**config.mk**
```make
export PLATFORM = sky130hd
export DESIGN_NAME = i2c_cmd_arbiter
export DESIGN_NICKNAME = d
export VERILOG_FILES = /design/src/rtl/i2c_arb_pkg.sv /design/src/rtl/rr_arbiter.sv /design/src/rtl/i2c_cmd_arbiter.sv
export SDC_FILE = /design/constraint.sdc
export NUM_CORES = 1
export LEC_CHECK = 0
export BUFFER_PORTS_ARGS = -buffer_cell sky130_fd_sc_hd__buf_2
export CORE_MARGIN = 1.5
export CORE_UTILIZATION = 29
export DETAILED_ROUTE_END_ITERATION = 12
export PLACE_DENSITY_LB_ADDON = 0.08
export REMOVE_ABC_BUFFERS = 1
export SETUP_SLACK_MARGIN = 0.02
export SLEW_MARGIN = 20
export SYNTH_ARGS = -nofsm -noshare
export SYNTH_HDL_FRONTEND = slang
export SYNTH_SLANG_ARGS = --single-unit
```
**constraint.sdc**
```tcl
create_clock -name clk -period 5.75 [get_ports clk]
set_clock_uncertainty 0.2 [all_clocks]
set_input_delay 0 -clock clk [delete_from_list [all_inputs] [get_ports clk]]
set_output_delay 0 -clock clk [all_outputs]
set_load 0.005 [all_outputs]
```
**src/rtl/i2c_arb_pkg.sv**
```systemverilog
// i2c_arb_pkg: shared state encoding and bus widths for the I2C command arbiter
package i2c_arb_pkg;
  localparam int I2C_ADDR_W = 7;
  localparam int I2C_DATA_W = 8;
  typedef enum logic [1:0] {IDLE, ISSUE, WAIT, RESP} state_t;
endpackage

```
**src/rtl/rr_arbiter.sv**
```systemverilog
// rr_arbiter: combinational round-robin pick of the first request at or after ptr
module rr_arbiter #(
  parameter int NREQ = 4,
  localparam int IW = $clog2(NREQ)
) (
  input  logic [NREQ-1:0] req,
  input  logic [IW-1:0]   ptr,
  output logic [NREQ-1:0] gnt,
  output logic [IW-1:0]   idx
);
  logic [NREQ-1:0] mask, cand;
  always_comb begin
    mask = '0;
    for (int i = 0; i < NREQ; i++) mask[i] = i >= int'(ptr);
  end
  // fall back to the unmasked requests when nothing sits at or above ptr
  assign cand = |(req & mask) ? req & mask : req;
  assign gnt = cand & (~cand + NREQ'(1));
  always_comb begin
    idx = '0;
    for (int i = 0; i < NREQ; i++) if (gnt[i]) idx = IW'(i);
  end
endmodule

```
**src/rtl/i2c_cmd_arbiter.sv**
```systemverilog
// i2c_cmd_arbiter: round-robin sharing of one I2C master among NREQ command requesters
module i2c_cmd_arbiter
  import i2c_arb_pkg::*;
#(
  parameter int NREQ = 4,
  parameter int TIMEOUT_CYCLES = 4096
) (
  input  logic                       clk,
  input  logic                       rst,
  input  logic [NREQ-1:0]            req,
  input  logic [NREQ-1:0]            req_rw,
  input  logic [I2C_ADDR_W*NREQ-1:0] req_addr,
  input  logic [I2C_DATA_W*NREQ-1:0] req_wdata,
  output logic [NREQ-1:0]            gnt,
  output logic [NREQ-1:0]            ack,
  output logic [I2C_DATA_W-1:0]      rsp_rdata,
  output logic                       rsp_err,
  output logic                       m_start,
  output logic                       m_rw,
  output logic [I2C_ADDR_W-1:0]      m_addr,
  output logic [I2C_DATA_W-1:0]      m_data_in,
  input  logic                       m_done,
  input  logic [I2C_DATA_W-1:0]      m_data_out
);
  localparam int IW = $clog2(NREQ);
  localparam int CW = $clog2(TIMEOUT_CYCLES);
  state_t st;
  logic [IW-1:0] ptr, own, pick_idx;
  logic [NREQ-1:0] pick;
  logic [CW-1:0] cnt;
  logic m_done_q, done_rise;
  // only a fresh rising edge counts, so a done level left over from a prior command is ignored
  assign done_rise = m_done && !m_done_q;
  rr_arbiter #(.NREQ(NREQ)) u_rr (.req(req), .ptr(ptr), .gnt(pick), .idx(pick_idx));
  always_ff @(posedge clk) begin
    if (rst) begin
      st <= IDLE;
      ptr <= '0;
      own <= '0;
      cnt <= '0;
      m_done_q <= 1'b0;
      gnt <= '0;
      ack <= '0;
      rsp_rdata <= '0;
      rsp_err <= 1'b0;
      m_start <= 1'b0;
      m_rw <= 1'b0;
      m_addr <= '0;
      m_data_in <= '0;
    end else begin
      m_done_q <= m_done;
      m_start <= 1'b0;
      ack <= '0;
      case (st)
        IDLE: if (|req) begin
          gnt <= pick;
          own <= pick_idx;
          m_rw <= req_rw[pick_idx];
          m_addr <= req_addr[pick_idx*I2C_ADDR_W +: I2C_ADDR_W];
          m_data_in <= req_wdata[pick_idx*I2C_DATA_W +: I2C_DATA_W];
          m_start <= 1'b1;
          st <= ISSUE;
        end
        ISSUE: begin
          cnt <= '0;
          st <= WAIT;
        end
        WAIT: if (done_rise) begin
          rsp_rdata <= m_data_out;
          rsp_err <= 1'b0;
          ack <= gnt;
          st <= RESP;
        end else if (cnt == CW'(TIMEOUT_CYCLES - 1)) begin
          rsp_rdata <= '0;
          rsp_err <= 1'b1;
          ack <= gnt;
          st <= RESP;
        end else begin
          cnt <= cnt + 1'b1;
        end
        RESP: begin
          gnt <= '0;
          ptr <= own == IW'(NREQ - 1) ? '0 : own + 1'b1;
          st <= IDLE;
        end
        default: st <= IDLE;
      endcase
    end
  end
endmodule

```
### Yosys cells after proc, flatten, opt, wreduce, memory -nomap -nowiden

Index checks and enable logic that the tools add are counted.
W data, S select, Z words.

| storage, ports and cells | value |
|---|---|
| input port bits | 79 |
| memories | 0 |
| word-level logic and storage cells | 75 |
| output and inout bits | 34 |
| bits in latches | 0 |
| bits in writable memories | 0 |
| flip-flop bits (word level) | 53 |
| memory bits (read-only) | 0 |

| cells by class | value |
|---|---|
| bitwise logic cells | 5 |
| div/mod/pow operators | 0 |
| add/subtract/negate cells | 3 |
| shift operators | 2 |
| equality and inequality tests | 9 |
| multiplexer cells | 23 |
| $lt $le $gt $ge | 4 |
| multipliers | 1 |
| reduce and logical (&&, ||, !) cells | 15 |

Operators with widths:

| cell | count |
|---|---|
| $shiftx A32 B6 Y8 | 1 |
| $shiftx A28 B6 Y7 | 1 |
| $mux W12 | 2 |
| $pmux W12 S2 | 1 |
| $mux W4 | 4 |
| $mux W8 | 2 |
| $add A12 B1 Y12 const B | 1 |
| $eq A12 B12 Y1 const B | 1 |
| $mux W2 | 6 |
| $and A4 B4 Y4 | 2 |
| $pmux W2 S4 | 1 |
| $pmux W4 S2 | 1 |
| $reduce_and A2 Y1 | 4 |
| $reduce_or A4 Y1 | 2 |
| $eq A2 B2 Y1 const B | 3 |
| $ne A2 B2 Y1 const B | 3 |
| $reduce_bool A2 Y1 | 3 |
| $mul A2 B3 Y5 const B | 1 |
| $mux W1 | 5 |
| $add A4 B1 Y4 const B | 1 |
| $ge A1 B2 Y1 const A | 2 |
| $not A4 Y4 | 1 |
| $reduce_or A2 Y1 | 2 |
| $lt A2 B3 Y1 const B | 1 |
| 10 further kinds | 11 |

### Logic depth before layout (Yosys ltp)

Gate-level depths: netlist (run 1).

| logic depth | value |
|---|---|
| depth after elaboration | 12 |
| depth in mapped cells | 8 |

### Hierarchy

Synthesis (run 1) repeated with hierarchy kept, for this count alone.

| unflattened totals | value |
|---|---|
| cell total of the unflattened synthesis | 301 |
| area, all modules | 2846.5 um2 |

By module, submodules not included:

| module | area an instance (um2) | cells each | sequential area each (um2) | instances |
|---|---|---|---|---|
| i2c_cmd_arbiter | 2618.8 | 270 | 1061.0 | 1 |
| rr_arbiter | 227.7 | 31 | 0.0 | 1 |

### Least setup slack after synthesis (run 1)

No wires, ideal clock.

| timing | value |
|---|---|
| kind | reg-to-reg |
| from | reg st[0] |
| to | reg cnt[4] |
| clock period less this slack | 1.918 ns |
| data required time | 5.426 ns |
| slack | 3.832 ns |
| setup time | 0.124 ns |
| buffers on the path | 1 |
| data arrival time | 1.594 ns |
| cell stages (with the launch flop) | 9 |
| path through | dfxtp_1 inv_1 ha_1 buf_2 and2b_1 a21oi_1 nor3_1 xnor2_1 nor2_1 |

| on the way | value |
|---|---|
| cells in the longest elaborated chain, start to end | 3 |
| elaborated cells on any way between the ends | 7 |
| those cells by class | 4 x eq/ne; 1 x mux; 2 x reduce/logical |

Ends and longest elaborated chain:

| element | line | RTL |
|---|---|---|
| from (decl) | i2c_cmd_arbiter.sv:27 | `state_t st;` |
| from (signal assigned) | i2c_cmd_arbiter.sv:37 | `st <= IDLE;` |
| from (signal assigned) | i2c_cmd_arbiter.sv:62 | `st <= ISSUE;` |
| from (signal assigned) | i2c_cmd_arbiter.sv:66 | `st <= WAIT;` |
| $eq A2 B2 Y1 / $eq A2 B1 Y1 (equally long branches) | i2c_cmd_arbiter.sv:54 | `case (st)` |
| $ne A2 B2 Y1 (no source line) / $reduce_bool A2 Y1 (equally long branches) | -- |  |
| $reduce_and A3 Y1 (no source line) | -- |  |
| to (signal assigned) | i2c_cmd_arbiter.sv:79 | `cnt <= cnt + 1'b1;` |
| to (decl) | i2c_cmd_arbiter.sv:30 | `logic [CW-1:0] cnt;` |

Several ways; a longest one is shown, not always the timed one.
A chain may end at the register's enable or synchronous reset.

### Worst setup path after layout (run 1)

| timing | value |
|---|---|
| from | reg ptr[1] |
| to | reg m_data_in[5] |

| on the way | value |
|---|---|
| cells in the longest elaborated chain, start to end | 11 |
| elaborated cells on any way between the ends | 13 |
| those cells by class | 1 x add/sub; 3 x order compare; 1 x shift; 4 x mux; 3 x bitwise; 1 x reduce/logical |

Ends and longest elaborated chain:

| element | line | RTL |
|---|---|---|
| from (decl) | i2c_cmd_arbiter.sv:28 | `logic [IW-1:0] ptr, own, pick_idx;` |
| from (signal assigned) | i2c_cmd_arbiter.sv:83 | `ptr <= own == IW'(NREQ - 1) ? '0 : own + 1'b1;` |
| $ge A1 B2 Y1 / $ge A2 B2 Y1 (equally long branches) | rr_arbiter.sv:14 | `for (int i = 0; i < NREQ; i++) mask[i] = i >= int'(ptr);` |
| $and A4 B4 Y4 * | rr_arbiter.sv:17 | `assign cand = \|(req & mask) ? req & mask : req;` |
| $reduce_or A4 Y1 | rr_arbiter.sv:17 |  |
| $mux W4 * | rr_arbiter.sv:17 |  |
| $not A4 Y4 | rr_arbiter.sv:18 | `assign gnt = cand & (~cand + NREQ'(1));` |
| $add A4 B1 Y4 | rr_arbiter.sv:18 |  |
| $and A4 B4 Y4 * | rr_arbiter.sv:18 |  |
| $mux W1 | rr_arbiter.sv:21 | `for (int i = 0; i < NREQ; i++) if (gnt[i]) idx = IW'(i);` |
| $mux W2 | rr_arbiter.sv:21 |  |
| $mux W2 * | rr_arbiter.sv:21 |  |
| $shiftx A32 B6 Y8 * | i2c_cmd_arbiter.sv:60 | `m_data_in <= req_wdata[pick_idx*I2C_DATA_W +: I2C_DATA_W];` |
| to (signal assigned) | i2c_cmd_arbiter.sv:60 |  |
| to (decl) | i2c_cmd_arbiter.sv:21 | `output logic [I2C_DATA_W-1:0] m_data_in,` |

Mark *: on every way between the ends. The rest lies on a longest branch, timed or not.

==> results.yml, run 1 <==
drt:
  wl_mm: 7.77
  drt_iter0_drc: 58
  drc_errors: 0
  drt-pass1-iter-count: 4
  wl_per_cell_um: 13.4
  vias: 2743
  via_per_inst: 4.72
  antenna_left: 0
die:
  dieArea_um2: 10500
  dieWidth_um: 103
  initial_core_util_pct: 29.7
  core_um2: 9680
  fp.dieH_um: 103
  rows: 36
  ioPinCount: 113
logic_synthesis:
  synthTopCellsByArea: "dfxtp_1 37%, mux2i_1 13%, o221ai_2 5.2%, nand2_1 3.3%, nor2_1 3.1%"
  synth_edf_count: 0
  syn_inst: 283
  synth_top_cell_by_area: "dfxtp_1"
  ys.flop_type: "dfxtp_1"
  syn_area_um2: 2870
  async_reset_ff_share_pct: 0
  ys_types: 54
  avgSynthCellArea_um2: 10.2
  yosysWarnings: 0
  synth_top_area_share_pct: 36.9
  ys_seq_area_share_pct: 36.9
  ys_ff_latch: 53
place:
  io_buffers: 112
  dp_hpwl_mm: 5.18
  gp_congestion: 0.753
  dpl_worst_slack_ns: 3.44
grt:
  grt_max_degree: 26
  first_global_vias: 2778
  grt_util_all_layers_pct: 15.2
  grt_pass1_wl_mm: 12.8
  antenna_found_initial: 0
  overflow: 0
run_status:
  status: "finished clean"
clock_network:
  cts_tree: "done"
  cts_setup_buffers: 0
  clk_path_buf_depth: 2
  numCtsBuffers: 5
  cts.clk_slew.worst_paths_ns: 0.10
  clock_latency_ns: 0.31
  htreeDepth: 2
  clock_sinks: 53
  cts_root_buf: "clkbuf_8"
critical_path:
  cp_data_required_time_ns: 5.76
  cp-end-kind: "flip-flop"
  arrival_ns: 3.40
  cp-start-kind: "flip-flop"
  crit_slowest_cell: "o221ai_4"
  worst_path_largest_cell_delay_ns: 0.68
  crit_top_cell: "dlygate4sd3_1"
  crit_type: "reg2reg"
  cp_max_fo: 17
  crit_chain: "inv_1, o221ai_4, mux2i_1, dlygate4sd3_1, o221ai_1, dlygate4sd3_1"
run:
  drv_cap: 0
sta:
  slew_headroom_pct: 37.8
  hold_viol_final: 0
  finalSetupViolations: 0
  timing.final.ws_setup_ns: 2.35
  rsz0062_at_grt: "false"
  final_max_slew_viol_count: 0
  fin_tns_setup_ns: 0
  tightest_slew_ns: 0.925
  min_period_ns: 3.40
  finalCritPeriodShare_pct: 59.0
  fmax_mhz: 295
power:
  p_clk_share_pct: 24.2
  switchingPower_w: 0.000403
  p_per_area_nw_per_um2: 298
  p_comb_share_pct: 37.8
  p_int_w: 0.000853
  swShare_pct: 32.1
  p_seq_share_pct: 37.9
  p_leak_nw: 1.86
  max-vdd-ir-drop_v: 0.000131
hold_path:
  min_path_type: "in2reg"
final_layout:
  nFillCells: 955
  antennaDiodeCount: 0
  post-route-util_pct: 43.5
  drive_above_1_share_pct: 33.5
  area_delta_synth_final_pct: 46.6
  fin_nets: 533
-- power by group through the flow --
stage,Sequential (W),Clock (W),Combinational (W)
2_1_floorplan,0.000481,0,0.000245
3_3_place_gp,0.000480,0,0.000399
3_5_place_dp,0.000481,0,0.000394
4_1_cts,0.000476,0.000316,0.000475
5_1_grt,0.000484,0.000329,0.000527
6_report,0.000476,0.000304,0.000475
-- critical path, delay by kind of cell, from the launching register on --
family / cells / cell delay [ns]
AO/OA/AOI/OAI: 2 / 0.79
buffers and inverters: 3 / 1.41
flip-flops: 1 / 0.59
multiplexers: 1 / 0.28
-- registers in the layout (all words and copies together), names as in the netlist --
| register | cells |
|---|---|
| cnt | 12 |
| st | 2 |
| m_data_in | 8 |
| m_start | 1 |
| m_done_q | 1 |
| gnt | 4 |
| ack | 4 |
| own | 2 |
| rsp_rdata | 8 |
| m_addr | 7 |
| rsp_err | 1 |
| m_rw | 1 |
| ptr | 2 |
-- metal layers --
layer	track usage, %	share of wire (%)	up-vias
met3	3.73	5.7	6
met5	0	0	-
met4	3.69	1.1	0
met1	18.2	44	1285
met2	27.2	49	86
li1	-	-	1366
-- what timing repair did --
item | in CTS | in global routing
hold endpoints to repair | 39 | 0
hold buffers | 62 | 0
endpoints found under the setup margin | 0 | 0
gates resized for setup | 0 | 0
-- stage by stage --
stage / area [µm²] / total power [W] / instances / hold WS (ns)
floorplan: 2720 / 0.000725 / 265 / -0.131
global placement: 3460 / 0.000879 / 511 / 0.0186
detailed placement: 3460 / 0.000875 / 511 / 0.0236
CTS: 4210 / 0.00127 / 581 / 0.0204
global route: 4210 / 0.00134 / 581 / 0.0392
finish: 4210 / 0.00126 / 581 / 0.0229
-- cell usage in the layout (no fill, tap or decap), types with 10 or more instances in the layout --
cell type	n
nand2_1	25
buf_2	112
dfxtp_1	53
dlygate4sd3_1	62
nor2_1	24
mux2i_1	38
a21oi_1	14
o221ai_2	10
-- cells in the mapped netlist (2+ instances only) --
cell type,count
nand2b_1,4
inv_1,8
o211ai_1,2
nor3_1,8
a32o_1,2
o221ai_1,7
mux2i_1,38
a21oi_1,14
nand2_1,25
xnor2_1,8
buf_6,5
o21ai_0,4
nand3_1,3
dfxtp_1,53
o22ai_1,2
a31oi_1,2
o221ai_2,10
ha_1,7
and2b_1,2
clkbuf_1,3
nor3b_1,5
or2_4,2
o21ai_1,3
nor2_1,24
a22o_1,8
buf_4,6
-- cell type report --
class / instances / area (µm²) / share of cell area (%)
tap: 133 / 166 / 3.95
clock buffer: 5 / 68.8 / 1.63
sequential: 53 / 1060 / 25.2
timing repair buffer: 175 / 1190 / 28.2
multi-input combinational: 204 / 1630 / 38.8
inverter: 8 / 30.0 / 0.713
clock inverter: 3 / 65.1 / 1.54
-- cells by family (layout without fill, tap and decap cells) --
logic type / Yosys count / in the layout / share of synthesized area [%]
AO/OA/AOI/OAI: 65 / 65 / 21.4
XOR/XNOR: 8 / 8 / 2.44
adder cells (fa/ha/maj): 7 / 7 / 3.05
buffers and inverters: 26 / 191 / 6.49
flip-flops: 53 / 53 / 36.9
multiplexers: 39 / 39 / 13.6
AND/OR/NAND/NOR: 85 / 85 / 16.1
-- path summary, 6_finish.rpt --
check | start | end | slack, ns | depth (start not counted)
worst max-delay path | ptr[1] | m_data_in[5] | 2.35 | 6
worst min-delay path | req[1] | m_start | 0.02 | 3
worst min register to register | rsp_rdata[3] | rsp_rdata[3] | 0.28 | 1
worst max register to register | ptr[1] | m_data_in[5] | 2.35 | 6
Note: power is estimated with default switching activity, not from simulation.
==> run 2, diff against run 1 <==
Clock period 5.75 ns to 3.4 ns, I/O delays scaled along.
==> results.yml, run 2 (synthesis gave the netlist of run 1 again) <==
final_layout:
  largest_reg_flops: 12
  final_common_cell: "buf_2"
  top_register: "cnt"
  stdcell_area_um2: 4280
  nFillCells: 954
  final_cells: 590
  antennaDiodeCount: 0
  area_delta_synth_final_pct: 49.0
  drive_above_1_share_pct: 34.8
  top_regs: "cnt: 12 flops, m_data_in: 8 flops, rsp_rdata: 8 flops"
  fin_nets: 542
  layout_common_cells: "112 x buf_2, 63 x dlygate4sd3_1, 52 x dfxtp_1, 38 x mux2i_1, 25 x nand2_1"
sta:
  tightest_slew_ns: 0.917
  min_period_ns: 3.08
  final_max_slew_viol_count: 0
  fin_tns_setup_ns: 0
  fmax_mhz: 325
  rsz0062_at_grt: "false"
  finalSetupViolations: 0
  hold_viol_final: 0
  slew_headroom_pct: 38.4
  finalCritPeriodShare_pct: 90.6
grt:
  antenna_found_initial: 0
  grt_util_all_layers_pct: 15.4
  overflow: 0
  first_global_vias: 2844
  grt_pass1_wl_mm: 12.9
  grt_max_degree: 26
power:
  p_comb_share_pct: 39.5
  p_int_w: 0.00141
  p_per_area_nw_per_um2: 487
  p_clk_share_pct: 22.0
  swShare_pct: 32.5
  p_seq_share_pct: 38.5
  finalPower_w: 0.00208
  p_leak_nw: 1.90
  switchingPower_w: 0.000679
  max-vdd-ir-drop_v: 0.000229
die:
  dieArea_um2: 10500
  dieWidth_um: 103
  core_um2: 9680
  ioPinCount: 113
  fp.dieH_um: 103
  initial_core_util_pct: 29.7
  rows: 36
drt:
  wl_mm: 7.78
  drt_iter0_drc: 51
  drt-pass1-iter-count: 4
  wl_per_cell_um: 13.2
  via_per_inst: 4.67
  drc_errors: 0
  antenna_left: 0
  vias: 2756
critical_path:
  reg2reg_slack_ns: 0.32
  crit_type: "reg2reg"
  arrival_ns: 3.09
  cp_data_required_time_ns: 3.41
  cp-end-kind: "flip-flop"
  cp-start-kind: "flip-flop"
  cp_max_fo: 17
clock_network:
  clock_sinks: 53
  cts_root_buf: "clkbuf_8"
  cts_tree: "done"
  clk_path_buf_depth: 2
  clock_latency_ns: 0.31
  numCtsBuffers: 5
  cts.clk_slew.worst_paths_ns: 0.11
  htreeDepth: 2
place:
  dpl.cell_count: 511
  gp_congestion: 0.753
  io_buffers: 112
  dp_hpwl_mm: 5.21
  placed_area_um2: 3460
hold_path:
  min_path_type: "in2reg"
run_status:
  status: "finished clean"
run:
  drv_cap: 0
## run 2: worst max-delay path: stages, from the launching register on
cell,delay (ns)
dfxtp_2,0.46
mux2i_1,0.21
o22ai_1,0.10
a31oi_2,0.16
buf_4,0.32
mux2i_1,0.23
dlygate4sd3_1,0.61
o221ai_2,0.10
dlygate4sd3_1,0.58
## run 2: cell type report
type	instances	area, µm²	area share [%]
sequential	53	1060	24.8
inverter	8	30.0	0.701
timing repair buffer	184	1270	29.7
tap	133	166	3.89
clock buffer	6	82.6	1.93
multi-input combinational	204	1630	38.1
clock inverter	2	37.5	0.876
## run 2: final timing paths
kind | from | end | depth (start not counted)
setup / recovery | ptr[1] | m_data_in[7] | 8
hold / removal | m_data_out[4] | rsp_rdata[4] | 3
setup reg to reg | ptr[1] | m_data_in[7] | 8
hold reg to reg | rsp_rdata[4] | rsp_rdata[4] | 1
## run 2: layer usage
metal	GRT usage [%]	vias to the layer above	part of all wire (%)
li1	-	1382	-
met1	18.8	1273	44
met2	27.4	95	50
met3	3.86	6	5.7
met4	3.48	0	0.78
met5	0	-	0
## run 2: repair_timing
action | 4_1_cts | 5_1_grt
setup buffers | 0 | 8
endpoints found under the setup margin | 0 | 7
hold endpoints to repair | 39 | 0
resized for setup | 0 | 1
hold buffers | 63 | 0
## run 2: power groups by stage
stage / Clock [W] / Combinational (W) / Sequential [W]
3_5_place_dp: 0 / 0.000668 / 0.000812
6_report: 0.000458 / 0.000824 / 0.000803
3_3_place_gp: 0 / 0.000674 / 0.000812
5_1_grt: 0.000503 / 0.000916 / 0.000819
4_1_cts: 0.000477 / 0.000805 / 0.000803
2_1_floorplan: 0 / 0.000414 / 0.000813
## run 2: metrics by stage
stage	worst slack [ns]	hold slack, ns	util (%)
3_3_place_gp	1.13	0.0185	35.7
6_report	0.319	0.234	44.2
4_1_cts	0.0934	0.230	43.5
2_1_floorplan	0.591	-0.131	-
3_5_place_dp	1.07	0.0210	35.7
5_1_grt	0.154	0.244	44.2
